===== config.mk =====
export PLATFORM = sky130hd
export DESIGN_NAME = correlation_2_dot
export DESIGN_NICKNAME = d
export VERILOG_FILES = /design/src/rtl/corr2_pkg.sv /design/src/rtl/corr2_mul.sv /design/src/rtl/correlation_2_dot.sv
export SDC_FILE = /design/constraint.sdc
export NUM_CORES = 1
export LEC_CHECK = 0
export ABC_AREA = 1
export CAP_MARGIN = 20
export CORE_MARGIN = 1.5
export CORE_UTILIZATION = 63
export CTS_BUF_LIST = sky130_fd_sc_hd__clkbuf_16
export DETAILED_ROUTE_END_ITERATION = 16
export PLACE_DENSITY = 0.95
export SYNTH_ARGS = -nofsm -noshare
export SYNTH_HDL_FRONTEND = slang
export SYNTH_HIERARCHICAL = 1
export SYNTH_SLANG_ARGS = --single-unit

===== constraint.sdc =====
create_clock -name clock -period 13.2 [get_ports clock]
set_input_delay 3.96 -clock clock [delete_from_list [all_inputs] [get_ports clock]]
set_output_delay 3.96 -clock clock [all_outputs]
set_load 0.1 [all_outputs]

===== src/rtl/corr2_pkg.sv =====
// Shared constants and types for the correlation_2_dot kernel.
//   N_TAPS  number of x/h operand pairs
//   DATA_W  width of each unsigned operand
//   PROD_W  width of one unsigned product (2*DATA_W)
//   OUT_W   width of the exact correlation sum
package corr2_pkg;
  localparam int N_TAPS = 10;
  localparam int DATA_W = 4;
  localparam int PROD_W = 2 * DATA_W;
  localparam int OUT_W  = 12;

  typedef logic [PROD_W-1:0] prod_t;
  typedef logic [OUT_W-1:0]  sum_t;
endpackage


===== src/rtl/corr2_mul.sv =====
// Unsigned DATA_W x DATA_W multiplier producing a full-width product.
// Ports:
//   a  in   DATA_W  unsigned sample operand
//   b  in   DATA_W  unsigned coefficient operand
//   p  out  PROD_W  exact unsigned product
module corr2_mul
  import corr2_pkg::*;
(
  input  logic [DATA_W-1:0] a,
  input  logic [DATA_W-1:0] b,
  output prod_t             p
);
  assign p = prod_t'(a) * prod_t'(b);
endmodule


===== src/rtl/correlation_2_dot.sv =====
// Unsigned 10-tap correlation engine: out = sum(x_i * h_i), i = 0..9.
// All operands are sampled together; the result is registered. No handshake.
// Optional build macro CORR2_PIPE_EN inserts a product register stage between
// the multipliers and the adder tree (latency 2 instead of 1).
// Ports:
//   out       out  OUT_W   registered correlation result
//   clock     in   1       rising-edge clock
//   reset     in   1       synchronous active-low reset, clears all stages
//   x_0..x_9  in   DATA_W  unsigned sample operands
//   h_0..h_9  in   DATA_W  unsigned coefficient operands
module correlation_2_dot
  import corr2_pkg::*;
(
  output sum_t              out,
  input  logic              clock,
  input  logic              reset,
  input  logic [DATA_W-1:0] x_0,
  input  logic [DATA_W-1:0] x_1,
  input  logic [DATA_W-1:0] x_2,
  input  logic [DATA_W-1:0] x_3,
  input  logic [DATA_W-1:0] x_4,
  input  logic [DATA_W-1:0] x_5,
  input  logic [DATA_W-1:0] x_6,
  input  logic [DATA_W-1:0] x_7,
  input  logic [DATA_W-1:0] x_8,
  input  logic [DATA_W-1:0] x_9,
  input  logic [DATA_W-1:0] h_0,
  input  logic [DATA_W-1:0] h_1,
  input  logic [DATA_W-1:0] h_2,
  input  logic [DATA_W-1:0] h_3,
  input  logic [DATA_W-1:0] h_4,
  input  logic [DATA_W-1:0] h_5,
  input  logic [DATA_W-1:0] h_6,
  input  logic [DATA_W-1:0] h_7,
  input  logic [DATA_W-1:0] h_8,
  input  logic [DATA_W-1:0] h_9
);

  logic [N_TAPS-1:0][DATA_W-1:0] x_vec;
  logic [N_TAPS-1:0][DATA_W-1:0] h_vec;
  prod_t [N_TAPS-1:0]            prod_c;
  prod_t [N_TAPS-1:0]            tree_in;

  assign x_vec = {x_9, x_8, x_7, x_6, x_5, x_4, x_3, x_2, x_1, x_0};
  assign h_vec = {h_9, h_8, h_7, h_6, h_5, h_4, h_3, h_2, h_1, h_0};

  for (genvar i = 0; i < N_TAPS; i++) begin : g_mul
    corr2_mul u_mul (
      .a (x_vec[i]),
      .b (h_vec[i]),
      .p (prod_c[i])
    );
  end

`ifdef CORR2_PIPE_EN
  // ---- stage p0: registered products ----
  prod_t [N_TAPS-1:0] prod_p0;

  always_ff @(posedge clock) begin
    if (!reset) prod_p0 <= '0;
    else        prod_p0 <= prod_c;
  end

  assign tree_in = prod_p0;
`else
  assign tree_in = prod_c;
`endif

  // Adder tree 10 -> 5 -> 3 -> 2 -> 1, one extra bit per level so the sum is exact.
  logic [PROD_W:0]   lvl1 [5];
  logic [PROD_W+1:0] lvl2 [3];
  logic [PROD_W+2:0] lvl3 [2];
  sum_t              sum_c;

  for (genvar j = 0; j < 5; j++) begin : g_lvl1
    assign lvl1[j] = (PROD_W+1)'(tree_in[2*j]) + (PROD_W+1)'(tree_in[2*j+1]);
  end

  // Odd leftovers at each level are just widened and carried forward.
  assign lvl2[0] = (PROD_W+2)'(lvl1[0]) + (PROD_W+2)'(lvl1[1]);
  assign lvl2[1] = (PROD_W+2)'(lvl1[2]) + (PROD_W+2)'(lvl1[3]);
  assign lvl2[2] = (PROD_W+2)'(lvl1[4]);

  assign lvl3[0] = (PROD_W+3)'(lvl2[0]) + (PROD_W+3)'(lvl2[1]);
  assign lvl3[1] = (PROD_W+3)'(lvl2[2]);

  assign sum_c = sum_t'(lvl3[0]) + sum_t'(lvl3[1]);

  // ---- output stage: registered result ----
  always_ff @(posedge clock) begin
    if (!reset) out <= '0;
    else        out <= sum_c;
  end

endmodule


==> results of run 1 <==
-- critical path, stage by stage --
cell             delay, ns
clkdlybuf4s50_1       0.53
nand2_1               0.10
fa_1                  0.55
inv_1                 0.06
fa_1                  0.56
fa_1                  0.50
nand3_1               0.10
nand2_1               0.08
xor2_1                0.18
fa_1                  0.58
inv_1                 0.07
fa_1                  0.55
inv_1                 0.06
fa_1                  0.46
fa_1                  0.51
inv_1                 0.06
fa_1                  0.47
inv_1                 0.04
ha_1                  0.33
a21oi_1               0.32
o21ai_0               0.16
nand2_1               0.08
nand3_1               0.07
nand2_1               0.06
inv_1                 0.05
-- how the worst max path moves through the flow --
stage,start,to,slack (ns),cells past startpoint
floorplan,x_3[0],out[9],3.78,24
global placement,h_6[3],out[10],3.01,25
detailed placement,h_3[3],out[9],2.75,26
CTS,h_3[3],out[11],2.91,25
global route,x_3[0],out[11],2.56,25
finish,h_3[3],out[11],2.85,25
-- layer usage --
metal / part of all wire / track usage / vias to the layer above
met5: 0 / 0.00446 / -
met4: 0.054 / 0.150 / 0
met3: 0.064 / 0.0383 / 92
met2: 0.52 / 0.587 / 277
met1: 0.37 / 0.340 / 3035
li1: - / - / 3078
-- synthesized netlist by cell type --
cell / instances / area, um^2
nand2_1: 271 / 1020
inv_1: 269 / 1010
ha_1: 139 / 1740
fa_1: 101 / 2020
nand3_1: 34 / 170
nor2_1: 32 / 120
xor2_1: 30 / 263
a21oi_1: 29 / 145
nand2_2: 20 / 125
dfxtp_1: 12 / 240
nand4_1: 11 / 68.8
nand3_2: 10 / 100
o21ai_0: 4 / 20.0
clkbuf_8: 1 / 13.8
nand3b_1: 1 / 7.51
o21a_1: 1 / 7.51
o21ai_2: 1 / 8.76
-- cell type report --
cell class | instances | area [um^2]
tap | 140 | 175
sequential | 12 | 240
clock buffer | 3 | 75.1
timing repair buffer | 93 | 931
clock inverter | 1 | 3.75
fill | 744 | 2640
multi-input combinational | 684 | 5810
inverter | 269 | 1010
-- kinds of logic (layout without fill, tap and decap cells) --
group | after synthesis | count (layout) | share of synthesized area
buffers and inverters | 270 | 366 | 0.145
xor gates and xnor gates | 30 | 30 | 0.0371
DFF | 12 | 12 | 0.0339
adders and majority gates | 240 | 240 | 0.531
AOI/OAI and AO/OA | 35 | 35 | 0.0256
and+or+nand+nor | 379 | 379 | 0.227
-- metrics by stage --
step	cells	cell area, um^2	setup slack (ns)
after detailed placement	1198	8170	2.75
after global placement	1198	8170	3.01
after global routing	1202	8250	2.56
after CTS	1202	8250	2.91
final	1202	8250	2.85
after floorplan	966	7080	3.78
==> results.tsv, run 1 <==
stage	metric	value	unit
worst_setup_path	crit_required	13.34	ns
grt	grt_pass1_vias	6842	
cts	cts_hold_buf	0	
finish	top_register	out	
floorplan	die_y	109	um
grt	grt_pass1_wl	29200	um
cts	post_cts_resized	0	
detailed_routing	routed_wl	17100	um
hold_path	whs_path_depth	3	
cts	cts_buffers	3	
detailed_routing	drt_iter0_drc	398	
finish	mostFrequentLayoutCell	nand2_1	
synth	ys_seq_area_frac	0.0339	
worst_setup_path	cp.arrival	10.49	ns
floorplan	dieArea	11900	um^2
synth	syn_avg_cell_area	7.33	um^2
worst_setup_path	worstSetupEndpointType	flop	
floorplan	core-area	10900	um^2
synth	synth_seq_cells	12	
worst_setup_path	crit_fanout	5	
cts	ctsLongestPathBuffers	2	
worst_setup_path	critPathKind	in -> reg	
finish	fin_nets	1385	
timing	fin_crit_sh	0.784	
detailed_routing	vias	6482	
hold_path	min-delay-start	reset	
detailed_routing	routed_via_density	5.39	
placed_design	io_buffer_count	93	
grt	antenna_found_initial	0	
detailed_routing	first_pass_iters	5	
finish	largest_reg_flops	12	
timing	finalHoldViolCount	0	
timing	fin_setup_tns	0	ns
timing	drv_slew	0	
cts	path_clk_slew	0.05	ns
synth	syn_inst	966	
finish	top_regs	out: 12 flops	
hold_path	holdCritPathClass	in -> reg	
detailed_routing	drc	0	
timing	slew_headroom	0.352	
timing	period_needed	10.35	ns
synth	synth_cell_types	17	
placed_design	place.gp.congestion	0.926	
timing	tightest_slew	0.969	ns
synth	syn-num-nets	1288	
placed_design	place_hpwl	14500	um
grt	grt_max_degree	13	
finish	areaGrowthSynthToFinish	16.5	%
timing	finalSetupViolCount	0	
worst_setup_path	setup.worst_path.start_class	input port	
timing	whs	4.59	ns
grt	overflow	0	
timing	rsz0062_at_grt	no	
detailed_routing	wl_per_cell	14.2	um
status	outcome	finished, final reports clean	
detailed_routing	ant_nets	0	
cts	postCtsSetupBuffers	0	
run	drv_cap	0	
synth	synth_warnings	6	
timing	max_freq	0.0966	GHz
cts	cts_tree	done	
finish	layout_common_cells	nand2_1, inv_1, ha_1	
cts	htree_levels	1	
cts	cts_root_buf	clkbuf_16	
finish	final_util	0.758	
floorplan	start_util	0.650	
synth	synth_area	7080	um^2
cts	clock-sinks	12	
floorplan	rows	38	
finish	layout-drive-gt1-share	0.0320	
floorplan	die_w	109	um
hold_path	worst_hold_path.endpoint	out[2]	
floorplan	boundaryPins	94	
grt	grt_use_total	0.311	
finish	antennaDiodeCount	0	
Power of run 1 is not shown: default switching activity piles up to over one toggle a cycle in this logic, so the estimate is an artifact.
==> run 2: changes to the inputs <==
--- a/config.mk
+++ b/config.mk
@@ -8,10 +8,10 @@
 export ABC_AREA = 1
 export CAP_MARGIN = 20
 export CORE_MARGIN = 1.5
-export CORE_UTILIZATION = 63
+export CORE_UTILIZATION = 53
 export CTS_BUF_LIST = sky130_fd_sc_hd__clkbuf_16
 export DETAILED_ROUTE_END_ITERATION = 16
-export PLACE_DENSITY = 0.95
+export PLACE_DENSITY = 0.91
 export SYNTH_ARGS = -nofsm -noshare
 export SYNTH_HDL_FRONTEND = slang
 export SYNTH_HIERARCHICAL = 1
==> constraint.sdc (replaced) <==
create_clock -name clock -period 9.2 [get_ports clock]
set_input_delay 2.76 -clock clock [delete_from_list [all_inputs] [get_ports clock]]
set_output_delay 2.76 -clock clock [all_outputs]
set_load 0.1 [all_outputs]
==> run 2 against run 1 <==
Effect of this change: global-route usage decreased by 8.6 points; sequential share of layout area about the same; first-iteration DRC count down 40%; core utilization shrank 12 points; non-clock buffer count unchanged; critical path depth is 3 higher; hold slack lost 1.2 ns; routed wire length shrank 12%; worst setup slack worse by 2.5 ns; clock-buffer cell count unchanged; via count shrank 5.6%; sequential cell count stayed put; critical endpoint is now out[10]; highest routed layer unchanged.
==> results.tsv, run 2 (synthesis gave the netlist of run 1 again) <==
stage	metric	value	unit
status	outcome	finished, final reports clean	
worst_setup_path	worstSetupEndpointType	flop	
detailed_routing	routed_via_density	4.94	
finish	fin_cells	1238	
timing	tightest_slew	0.969	ns
grt	use_met2	0.438	
worst_setup_path	cp_slowest_cell	fa_1	
cts	cts_buffers	3	
hold_path	min-delay-start	reset	
timing	period_needed	8.86	ns
grt	globalRouteMet3Util	0.0188	
finish	top_register	out	
floorplan	boundaryPins	94	
timing	rsz0062_at_grt	no	
floorplan	die_w	119	um
detailed_routing	vias	6118	
floorplan	start_util	0.539	
grt	top_usage_layer	met2	
floorplan	rows	42	
grt	antenna_found_initial	0	
hold_path	whs_path_depth	3	
timing	fin_crit_sh	0.963	
floorplan	dieArea	14100	um^2
placed_design	dp_cells	1234	
floorplan	core-area	13100	um^2
cts	cts_tree	done	
hold_path	worst_hold_path.endpoint	out[0]	
detailed_routing	wl_per_cell	12.2	um
grt	grt_max_degree	13	
cts	path_clk_slew	0.04	ns
placed_design	place.gp.congestion	0.968	
finish	layout_common_cells	nand2_1, inv_1, ha_1	
worst_setup_path	cp.arrival	8.99	ns
worst_setup_path	max_stage_delay	0.54	ns
placed_design	io_buffer_count	93	
worst_setup_path	crit_top_cell	fa_1	
cts	cts_hold_buf	0	
finish	num-fill-cells	1080	
timing	finalSetupViolCount	0	
cts	post_cts_resized	0	
worst_setup_path	critPathKind	in -> reg	
timing	finalHoldViolCount	0	
grt	grt_pass1_vias	6478	
cts	ctsLongestPathBuffers	2	
grt	grt_use_total	0.225	
detailed_routing	first_pass_iters	5	
timing	slew_headroom	0.352	
worst_setup_path	cp_num_buf_inv	7	
cts	postCtsSetupBuffers	0	
hold_path	holdCritPathClass	in -> reg	
floorplan	die_y	119	um
detailed_routing	drt_iter0_drc	239	
detailed_routing	drc	0	
grt	grt_pass1_wl	26800	um
finish	top_regs	out: 12 flops	
grt	met1_usage	0.268	
worst_setup_path	crit_fanout	5	
cts	clock-sinks	12	
finish	antennaDiodeCount	0	
worst_setup_path	cp_top_family	adder cells	
cts	cts_root_buf	clkbuf_16	
detailed_routing	routed_wl	15100	um
timing	drv_slew	0	
detailed_routing	ant_nets	0	
run	drv_cap	0	
finish	areaGrowthSynthToFinish	17.6	%
finish	layout-drive-gt1-share	0.0386	
finish	largest_reg_flops	12	
timing	max_freq	0.113	GHz
placed_design	place_hpwl	13600	um
timing	whs	3.37	ns
cts	htree_levels	1	
worst_setup_path	setup.worst_path.start_class	input port	
finish	mostFrequentLayoutCell	nand2_1	
finish	seq_area	240	um^2
grt	overflow	0	
finish	multi_input_area	5840	um^2
worst_setup_path	crit_required	9.33	ns
finish	fin_nets	1385	
## run 2: changes by cell type in the layout (fill, tap and decap cells not counted)
| cell | change |
|---|---|
| fa_1 | -4 |
| fa_2 | +4 |
| ha_1 | -2 |
| clkdlybuf4s50_1 | -1 |
| dlymetal6s2s_1 | +1 |
| ha_2 | +1 |
| ha_4 | +1 |
| nor2_1 | -1 |
| nor2_2 | +1 |
## run 2: worst max-delay path by stage
stage / startpoint / end / slack [ns] / cells past startpoint
CTS: x_4[0] / out[10] / 0.21 / 26
detailed placement: x_4[0] / out[10] / -0.009 / 26
finish: h_6[3] / out[10] / 0.34 / 28
global route: x_3[1] / out[10] / 0.03 / 26
floorplan: x_3[0] / out[9] / 0.98 / 24
global placement: h_3[3] / out[9] / 0.18 / 26
## run 2: area by class of cell
class | instances | share of cell area
multi-input cells | 684 | 0.702
inverters | 269 | 0.121
clock buffers | 3 | 0.00902
clock inverters | 1 | 0.000451
repair buffers | 93 | 0.112
well taps | 176 | 0.0265
flip-flops and latches | 12 | 0.0289
## run 2: worst min-delay path, cell delays in order
cell             delay, ns
clkdlybuf4s50_1       0.63
nand2_1               0.14
inv_1                 0.03
## run 2: layer usage
metal / share of wire / vias to the layer above
met5: 0 / -
met4: 0.026 / 0
met3: 0.038 / 32
met2: 0.52 / 157
met1: 0.41 / 2856
li1: - / 3073
## run 2: per-stage QoR
stage | TNS (ns) | area [um^2] | utilization | setup WS [ns]
3_5_place_dp | -0.0195 | 8220 | 0.625 | -0.00909
2_1_floorplan | 0 | 7080 | - | 0.984
6_report | 0 | 8320 | 0.634 | 0.340
3_3_place_gp | 0 | 8220 | 0.625 | 0.183
5_1_grt | 0 | 8320 | 0.634 | 0.0308
4_1_cts | 0 | 8290 | 0.631 | 0.213
Power of run 2 is left out for the same reason.
